**src/rtl/div_unit.sv**
```systemverilog
// Iterative restoring divider for the execute stage: DIV/DIVU, {HI, LO} result,
// divider stall to the hazard unit, and a flush that squashes an in-flight divide.
module div_unit #(
    parameter int WIDTH = 32
) (
    input  logic               clk,
    input  logic               rst,
    input  logic               start_i,
    input  logic               signed_i,
    input  logic [WIDTH-1:0]   a_i,
    input  logic [WIDTH-1:0]   b_i,
    input  logic               flush_i,
    output logic               stall_o,
    output logic               ready_o,
    output logic [2*WIDTH-1:0] result_o
);

    localparam int CNT_W = $clog2(WIDTH);

    typedef enum logic [1:0] {IDLE, BUSY, DONE} state_t;

    state_t             state, stateNext;
    logic [CNT_W-1:0]   cnt;
    logic [WIDTH-1:0]   remR, quoR, divR, dividendR;
    logic               negQuo, negRem, divZero;
    logic               accept, lastStep;
    logic [WIDTH:0]     shifted, trial;
    logic               take;
    logic [WIDTH-1:0]   remNext, quoNext;

    function automatic logic [WIDTH-1:0] negateIf(input logic signed [WIDTH-1:0] v,
                                                  input logic neg);
        logic signed [WIDTH-1:0] negV;
        negV = -v;
        return neg ? negV : v;
    endfunction

    function automatic logic [2*WIDTH-1:0] signFix(input logic [WIDTH-1:0] rem,
                                                   input logic [WIDTH-1:0] quo,
                                                   input logic [WIDTH-1:0] dividend,
                                                   input logic nq, input logic nr,
                                                   input logic dz);
        // Divide by zero hands back the untouched dividend with an all-ones quotient.
        if (dz)
            return {dividend, {WIDTH{1'b1}}};
        return {negateIf(rem, nr), negateIf(quo, nq)};
    endfunction

    assign lastStep = (cnt == CNT_W'(WIDTH - 1));

    // One restoring step: shift {rem, quo} left, trial-subtract, keep if non-negative.
    always_comb begin
        shifted = {remR, quoR[WIDTH-1]};
        trial   = shifted - {1'b0, divR};
        take    = ~trial[WIDTH];
        remNext = take ? trial[WIDTH-1:0] : shifted[WIDTH-1:0];
        quoNext = {quoR[WIDTH-2:0], take};
    end

    always_ff @(posedge clk or posedge rst) begin
        if (rst)
            state <= IDLE;
        else
            state <= stateNext;
    end

    always_comb begin
        stateNext = state;
        stall_o   = 1'b0;
        accept    = 1'b0;
        case (state)
            IDLE: begin
                if (start_i && !flush_i) begin
                    stateNext = BUSY;
                    accept    = 1'b1;
                    stall_o   = 1'b1;
                end
            end
            BUSY: begin
                stall_o = 1'b1;
                if (flush_i)
                    stateNext = IDLE;
                else if (lastStep)
                    stateNext = DONE;
            end
            DONE:    stateNext = IDLE;
            default: stateNext = IDLE;
        endcase
        if (rst) begin
            stall_o = 1'b0;
            accept  = 1'b0;
        end
    end

    // Accept latches magnitudes and signs; the result is loaded on the edge into DONE.
    always_ff @(posedge clk or posedge rst) begin
        if (rst) begin
            cnt       <= '0;
            remR      <= '0;
            quoR      <= '0;
            divR      <= '0;
            dividendR <= '0;
            negQuo    <= 1'b0;
            negRem    <= 1'b0;
            divZero   <= 1'b0;
            ready_o   <= 1'b0;
            result_o  <= '0;
        end else begin
            ready_o <= 1'b0;
            case (state)
                IDLE: begin
                    if (accept) begin
                        cnt       <= '0;
                        remR      <= '0;
                        quoR      <= negateIf(a_i, signed_i & a_i[WIDTH-1]);
                        divR      <= negateIf(b_i, signed_i & b_i[WIDTH-1]);
                        dividendR <= a_i;
                        negQuo    <= signed_i & (a_i[WIDTH-1] ^ b_i[WIDTH-1]);
                        negRem    <= signed_i & a_i[WIDTH-1];
                        divZero   <= (b_i == '0);
                    end
                end
                BUSY: begin
                    if (!flush_i) begin
                        remR <= remNext;
                        quoR <= quoNext;
                        cnt  <= cnt + CNT_W'(1);
                        if (lastStep) begin
                            result_o <= signFix(remNext, quoNext, dividendR,
                                                negQuo, negRem, divZero);
                            ready_o  <= 1'b1;
                        end
                    end
                end
                default: ;
            endcase
        end
    end

endmodule

```
**config.mk**
```make
export PLATFORM = sky130hd
export DESIGN_NAME = div_unit
export DESIGN_NICKNAME = d
export VERILOG_FILES = /design/src/rtl/div_unit.sv
export SDC_FILE = /design/constraint.sdc
export NUM_CORES = 1
export LEC_CHECK = 0
export CAP_MARGIN = 20
export CELL_PAD_IN_SITES_DETAIL_PLACEMENT = 1
export CELL_PAD_IN_SITES_GLOBAL_PLACEMENT = 1
export CORE_UTILIZATION = 40
export DETAILED_ROUTE_END_ITERATION = 10
export PLACE_DENSITY = 0.77
export SYNTH_ARGS = -nofsm -noshare
export SYNTH_HDL_FRONTEND = slang
export SYNTH_SLANG_ARGS = --single-unit
```
**constraint.sdc**
```tcl
create_clock -name clk -period 7.5 [get_ports clk]
set_clock_uncertainty 0.2 [all_clocks]
set_input_delay 1.5 -clock clk [delete_from_list [all_inputs] [get_ports clk]]
set_output_delay 1.5 -clock clk [all_outputs]
set_load 0.02 [all_outputs]
```
Word level (Yosys, flattened, before mapping)
Cells that the tools add are included.
{ "totals": {"regBits": 203, "output_inout_bits": 66, "elab_cells": 70} }
{ "op_classes": {"add_sub_neg": 6, "eq_ne": 6, "mux": 32, "bitwise_logic": 6, "reduce_logical": 9} }
{ "op_table": {"columns": ["operator", "count"], "rows": [
  ["32-bit 2-to-1 mux", 9],
  ["64-bit 2-to-1 mux", 2],
  ["32-bit negation", 4],
  ["32-bit case mux with 2 select lines", 2],
  ["33-bit by 32-bit subtractor with 33-bit output", 1],
  ["32-bit zero test", 1],
  ["1-bit 2-to-1 mux", 11],
  ["5-bit 2-to-1 mux", 2],
  ["5-bit case mux with 2 select lines", 1],
  ["2-bit 2-to-1 mux", 3],
  ["2-bit inequality test, second input constant", 3],
  ["3-bit AND reduction", 2],
  ["5-bit by 1-bit adder with 5-bit output, second input constant", 1],
  ["5-bit equality test, second input constant", 1],
  ["2-bit case mux with 2 select lines", 1],
  ["2-bit AND reduction", 2],
  ["1-bit AND", 3],
  ["3-bit inequality test, second input constant", 1],
  ["2-bit by 1-bit equality test with 1-bit output, second input constant", 1],
  ["2-bit zero test", 1],
  ["1-bit NOT", 2],
  ["1-bit case mux with 2 select lines", 1],
  ["2-bit nonzero test", 1],
  ["1-bit logical AND", 1],
  ["other kinds (2)", 2]
]} }

Longest topological paths before layout
{ "depth": {"depth_word": 7, "depth_mapped": 23, "ltp_nobuf": 21} }

Worst setup path after synthesis
Ideal clock, no wire load.
{ "synth_path": {"path_type": "register to register", "startpoint": "register quoR[31]", "endpoint": "register result_o[60]", "arrival_ns": 4.946, "required_ns": 7.208, "path_slack_ns": 2.262, "path_stages_with_launch": 23, "path_buffers": 3, "period_less_slack_ns": 5.238, "cell_sequence": "dfrtp_1 > inv_1 > ha_1 > inv_1 > fa_1 > a211oi_2 > o21ai_4 > a21oi_4 > o21bai_2 > a2111oi_2 > and2_4 > buf_6 > buf_4 > buf_2 > mux2i_1 > ha_1 > nand3_1 > and4bb_2 > mux2i_2 > or2_4 > or4b_4 > and3_4 > o31ai_2"} }
{ "synth_between": {"elab_chain_len": 5} }
{ "synth_lines": {"columns": ["element", "line_no", "source"], "rows": [
  ["from (decl)", "24", "logic [WIDTH-1:0] remR, quoR, divR, dividendR;"],
  ["from (signal assigned)", "115", "quoR <= negateIf(a_i, signed_i & a_i[WIDTH-1]);"],
  ["from (signal assigned)", "126", "quoR <= quoNext;"],
  ["33-bit by 32-bit subtractor with 33-bit output", "54", "trial = shifted - {1'b0, divR};"],
  ["32-bit 2-to-1 mux *", "56", "remNext = take ? trial[WIDTH-1:0] : shifted[WIDTH-1:0];"],
  ["32-bit negation", "34", "negV = -v;"],
  ["32-bit 2-to-1 mux *", "35", "return neg ? negV : v;"],
  ["64-bit 2-to-1 mux *", "46", "return {negateIf(rem, nr), negateIf(quo, nq)};"],
  ["to (signal assigned)", "129", "result_o <= signFix(remNext, quoNext, dividendR,"],
  ["to (decl)", "15", "output logic [2*WIDTH-1:0] result_o"]
]} }
Every way passes the cells marked *; elsewhere a longest branch is shown, timed or not.
A chain may end at the register's enable or synchronous reset.

Final worst setup path
Ends and elaborated chain as after synthesis.

==> flow_metrics.py <==
metrics = {
    "finish": {
        "syn2layout_area_growth_pct": 18.7,
        "utilization_pct": 48.6,
        "diodes": 0,
        "nets": 1815,
        "layout-drive-gt1-share_pct": 5.51,
    },
    "setup_path": {
        "worstPathMaxFanout": 46,
        "arrival_ns": 6.24,
        "start_kind": "register",
        "slowest_delay_ns": 0.62,
        "end_kind": "register",
        "cp_cell_sequence": "inv_1 > ha_1 > inv_1 > fa_1 > a211oi_2 > o21ai_4 > a21oi_4 > o21bai_2 > a2111oi_2 > buf_4 > and2_4 > inv_8 > a21oi_1 > ha_1 > nand3_1 > and4bb_2 > mux2i_2 > or2_4 > or4b_4 > and3_4 > o31ai_2",
        "required_ns": 7.74,
        "crit_type": "register to register",
        "critPathTopFamily": "simple AND/OR/NAND/NOR gates",
        "cpMaxStageDelayCell": "and2_4",
        "path_buf_inv": 4,
    },
    "yosys": {
        "ys_ff_latch": 203,
        "synth_top_area_share_pct": 37.7,
        "async_flop_share_pct": 100,
        "synthMuxAreaShare_pct": 3.02,
        "synthSimpleGateAreaFrac_pct": 19.3,
        "synth_edf_count": 0,
        "postSynthNetCount": 1726,
        "synth_ff_type": "dfrtp_1",
        "synth_compound_area_share_pct": 23.0,
        "syn_area_mm2": 0.0135,
        "ys_top_cells_by_area": "dfrtp_1 38%, o21ai_0 6.9%, nand2_1 6.4%",
        "synthCells": 1618,
        "syn_area_per_cell_um2": 8.33,
        "yosys.area.top_type": "dfrtp_1",
        "synth_cell_types": 85,
        "ys_warn_count": 0,
        "synthXorXnorAreaFrac_pct": 8.84,
        "synth_top_family_by_area": "compound AO/OA/AOI/OAI gates",
        "seq_area_frac_synth_pct": 37.7,
        "synth_fa_ha_area_share_pct": 3.68,
    },
    "clocking": {
        "cts_tree": "built",
        "clockBufferDepth": 3,
        "cts_resized": 0,
        "ctsHoldBuffers": 0,
        "cts_max_level": 1,
        "numCtsBuffers": 25,
        "clock-sinks": 203,
        "insertion_delay_ns": 0.53,
        "clock-root-buffer": "clkbuf_16",
        "clk_pin_slew_worst_paths_ns": 0.06,
        "post-cts-setup-buffers": 0,
    },
    "route": {
        "postRouteAntennaNets": 0,
        "wl_per_cell_um": 20.5,
        "drt-pass1-iter-count": 5,
        "wl_mm": 44.4,
        "viasPerCell": 5.83,
        "drc": 0,
        "via_count": 12600,
        "initialDrtViolationCount": 693,
    },
    "power": {
        "p_leak_nw": 6.91,
        "peakVddDrop_v": 0.000151,
        "finalPower_mw": 3.82,
        "p_per_area_mw_per_mm2": 239,
    },
    "sta": {
        "setup_viol": 0,
        "min_period_ns": 6.00,
        "maxSlewHeadroom_pct": 23.4,
        "setup_ws_ns": 1.50,
        "maxSlewViolCount": 0,
        "layout_worst_path_cycle_share_pct": 80.0,
        "finalHoldViolations": 0,
        "tightest_slew_ns": 1.14,
        "tns_ns": 0,
        "fmax_mhz": 167,
        "rsz0062_at_grt": "false",
        "hold_ws_ns": 0.271,
    },
    "placed_design": {
        "place.gp.congestion": 0.912,
        "place_ws_ns": 1.55,
        "io_buffers": 134,
        "place_hpwl_mm": 32.4,
    },
    "grt": {
        "grt.total_usage_pct": 26.4,
        "antenna_found_initial": 0,
        "grt_pass1_wl_mm": 71.7,
        "overflow": 0,
        "grt_pass1_vias": 13000,
        "grt_max_degree": 145,
    },
    "outcome": {
        "outcome": "finished, final reports clean",
    },
    "floorplan": {
        "fp.dieH_um": 186,
        "core_mm2": 0.0329,
        "start_util_pct": 41.0,
        "die-area_mm2": 0.0344,
        "dieWidth_um": 186,
        "num_rows": 66,
        "num_io_pins": 135,
    },
    "run": {
        "cap_violations": 0,
    },
    "hold_path": {
        "hold_path.class": "register to register",
    },
}
through the flow:
step / cells / cell area [um^2]
floorplan: 1618 / 13500
global placement: 2120 / 15100
detailed placement: 2121 / 15100
CTS: 2166 / 16000
global route: 2167 / 16000
finish: 2167 / 16000
registers in the layout, summed over array words and instances, names as in the netlist, 2 cells and up:
signal	cells
cnt	5
divR	32
dividendR	32
quoR	32
remR	32
result_o	64
state	2
path summary, 6_finish.rpt:
check	startpoint	endpoint	slack [ns]	cells after the start
max in group asynchronous	rst	result_o[63]	4.20	4
worst max-delay path	quoR[31]	result_o[60]	1.50	21
worst max register to register	quoR[31]	result_o[60]	1.50	21
min in group asynchronous	rst	cnt[4]	1.23	2
worst min-delay path	result_o[31]	result_o[31]	0.27	2
worst min register to register	result_o[31]	result_o[31]	0.27	2
cells in the mapped netlist, types with 12 or more instances:
cell type  instances
a21oi_1          115
a22oi_1           31
and3_1            20
clkbuf_1          70
dfrtp_1          203
ha_1              38
inv_1             55
mux2i_1           37
nand2_1          228
nand2b_1          15
nand3_1           51
nor2_1           120
nor3_1            22
nor4_1            19
o21a_1            12
o21ai_0          185
o31ai_1           26
o41ai_1           17
or3_1             13
xnor2_1           52
xor2_1            84
metal layers:
layer	global-route usage, %	up-vias	wire length, um
met3	2.70	70	1640
met4	7.37	0	1180
met5	0	-	0
met2	44.2	270	21200
met1	36.1	6328	20300
li1	-	5970	-
cell usage in the layout (no fill, tap or decap), types with 20 or more instances in the layout:
| cell | instances |
|---|---|
| o31ai_1 | 26 |
| a22oi_1 | 31 |
| dfrtp_1 | 203 |
| nand3_1 | 50 |
| xnor2_1 | 52 |
| ha_1 | 38 |
| xor2_1 | 84 |
| clkbuf_16 | 25 |
| nand2_1 | 228 |
| o21ai_0 | 185 |
| inv_1 | 53 |
| and3_1 | 20 |
| a21oi_1 | 115 |
| clkdlybuf4s50_1 | 134 |
| nor3_1 | 22 |
| nor2_1 | 118 |
| mux2i_1 | 37 |
logic make-up after synthesis:
| kind of cell | after synthesis |
|---|---|
| buffers and inverters | 145 |
| and+or+nand+nor | 557 |
| AOI/OAI and AO/OA | 498 |
| xor gates and xnor gates | 136 |
| muxes | 40 |
| adders and majority gates | 39 |
| DFF | 203 |
worst register-to-register path: stages (launching register included):
cell and delay, ns:
dfrtp_1 0.41, inv_1 0.08, ha_1 0.17, inv_1 0.06, fa_1 0.44, a211oi_2 0.27, o21ai_4 0.13, a21oi_4 0.21
o21bai_2 0.16, a2111oi_2 0.35, buf_4 0.25, and2_4 0.62, inv_8 0.22, a21oi_1 0.31, ha_1 0.24, nand3_1 0.10
and4bb_2 0.32, mux2i_2 0.16, or2_4 0.29, or4b_4 0.52, and3_4 0.19, o31ai_2 0.19
cell type report:
cell class | count | area (um^2)
Multi-Input combinational cell | 1270 | 7810
Clock buffer | 38 | 764
Fill cell | 3960 | 16900
Tap cell | 442 | 553
Clock inverter | 7 | 66.3
Timing Repair Buffer | 151 | 1490
Sequential cell | 203 | 5080
Inverter | 56 | 225
where the power goes:
group	switching [mW]	leakage, nW	internal (mW)
registers	0.143	2.70	1.23
logic	0.757	3.80	0.458
clock network	0.499	0.412	0.734
total	1.40	6.91	2.42
Power figures use the tool's default switching activity.
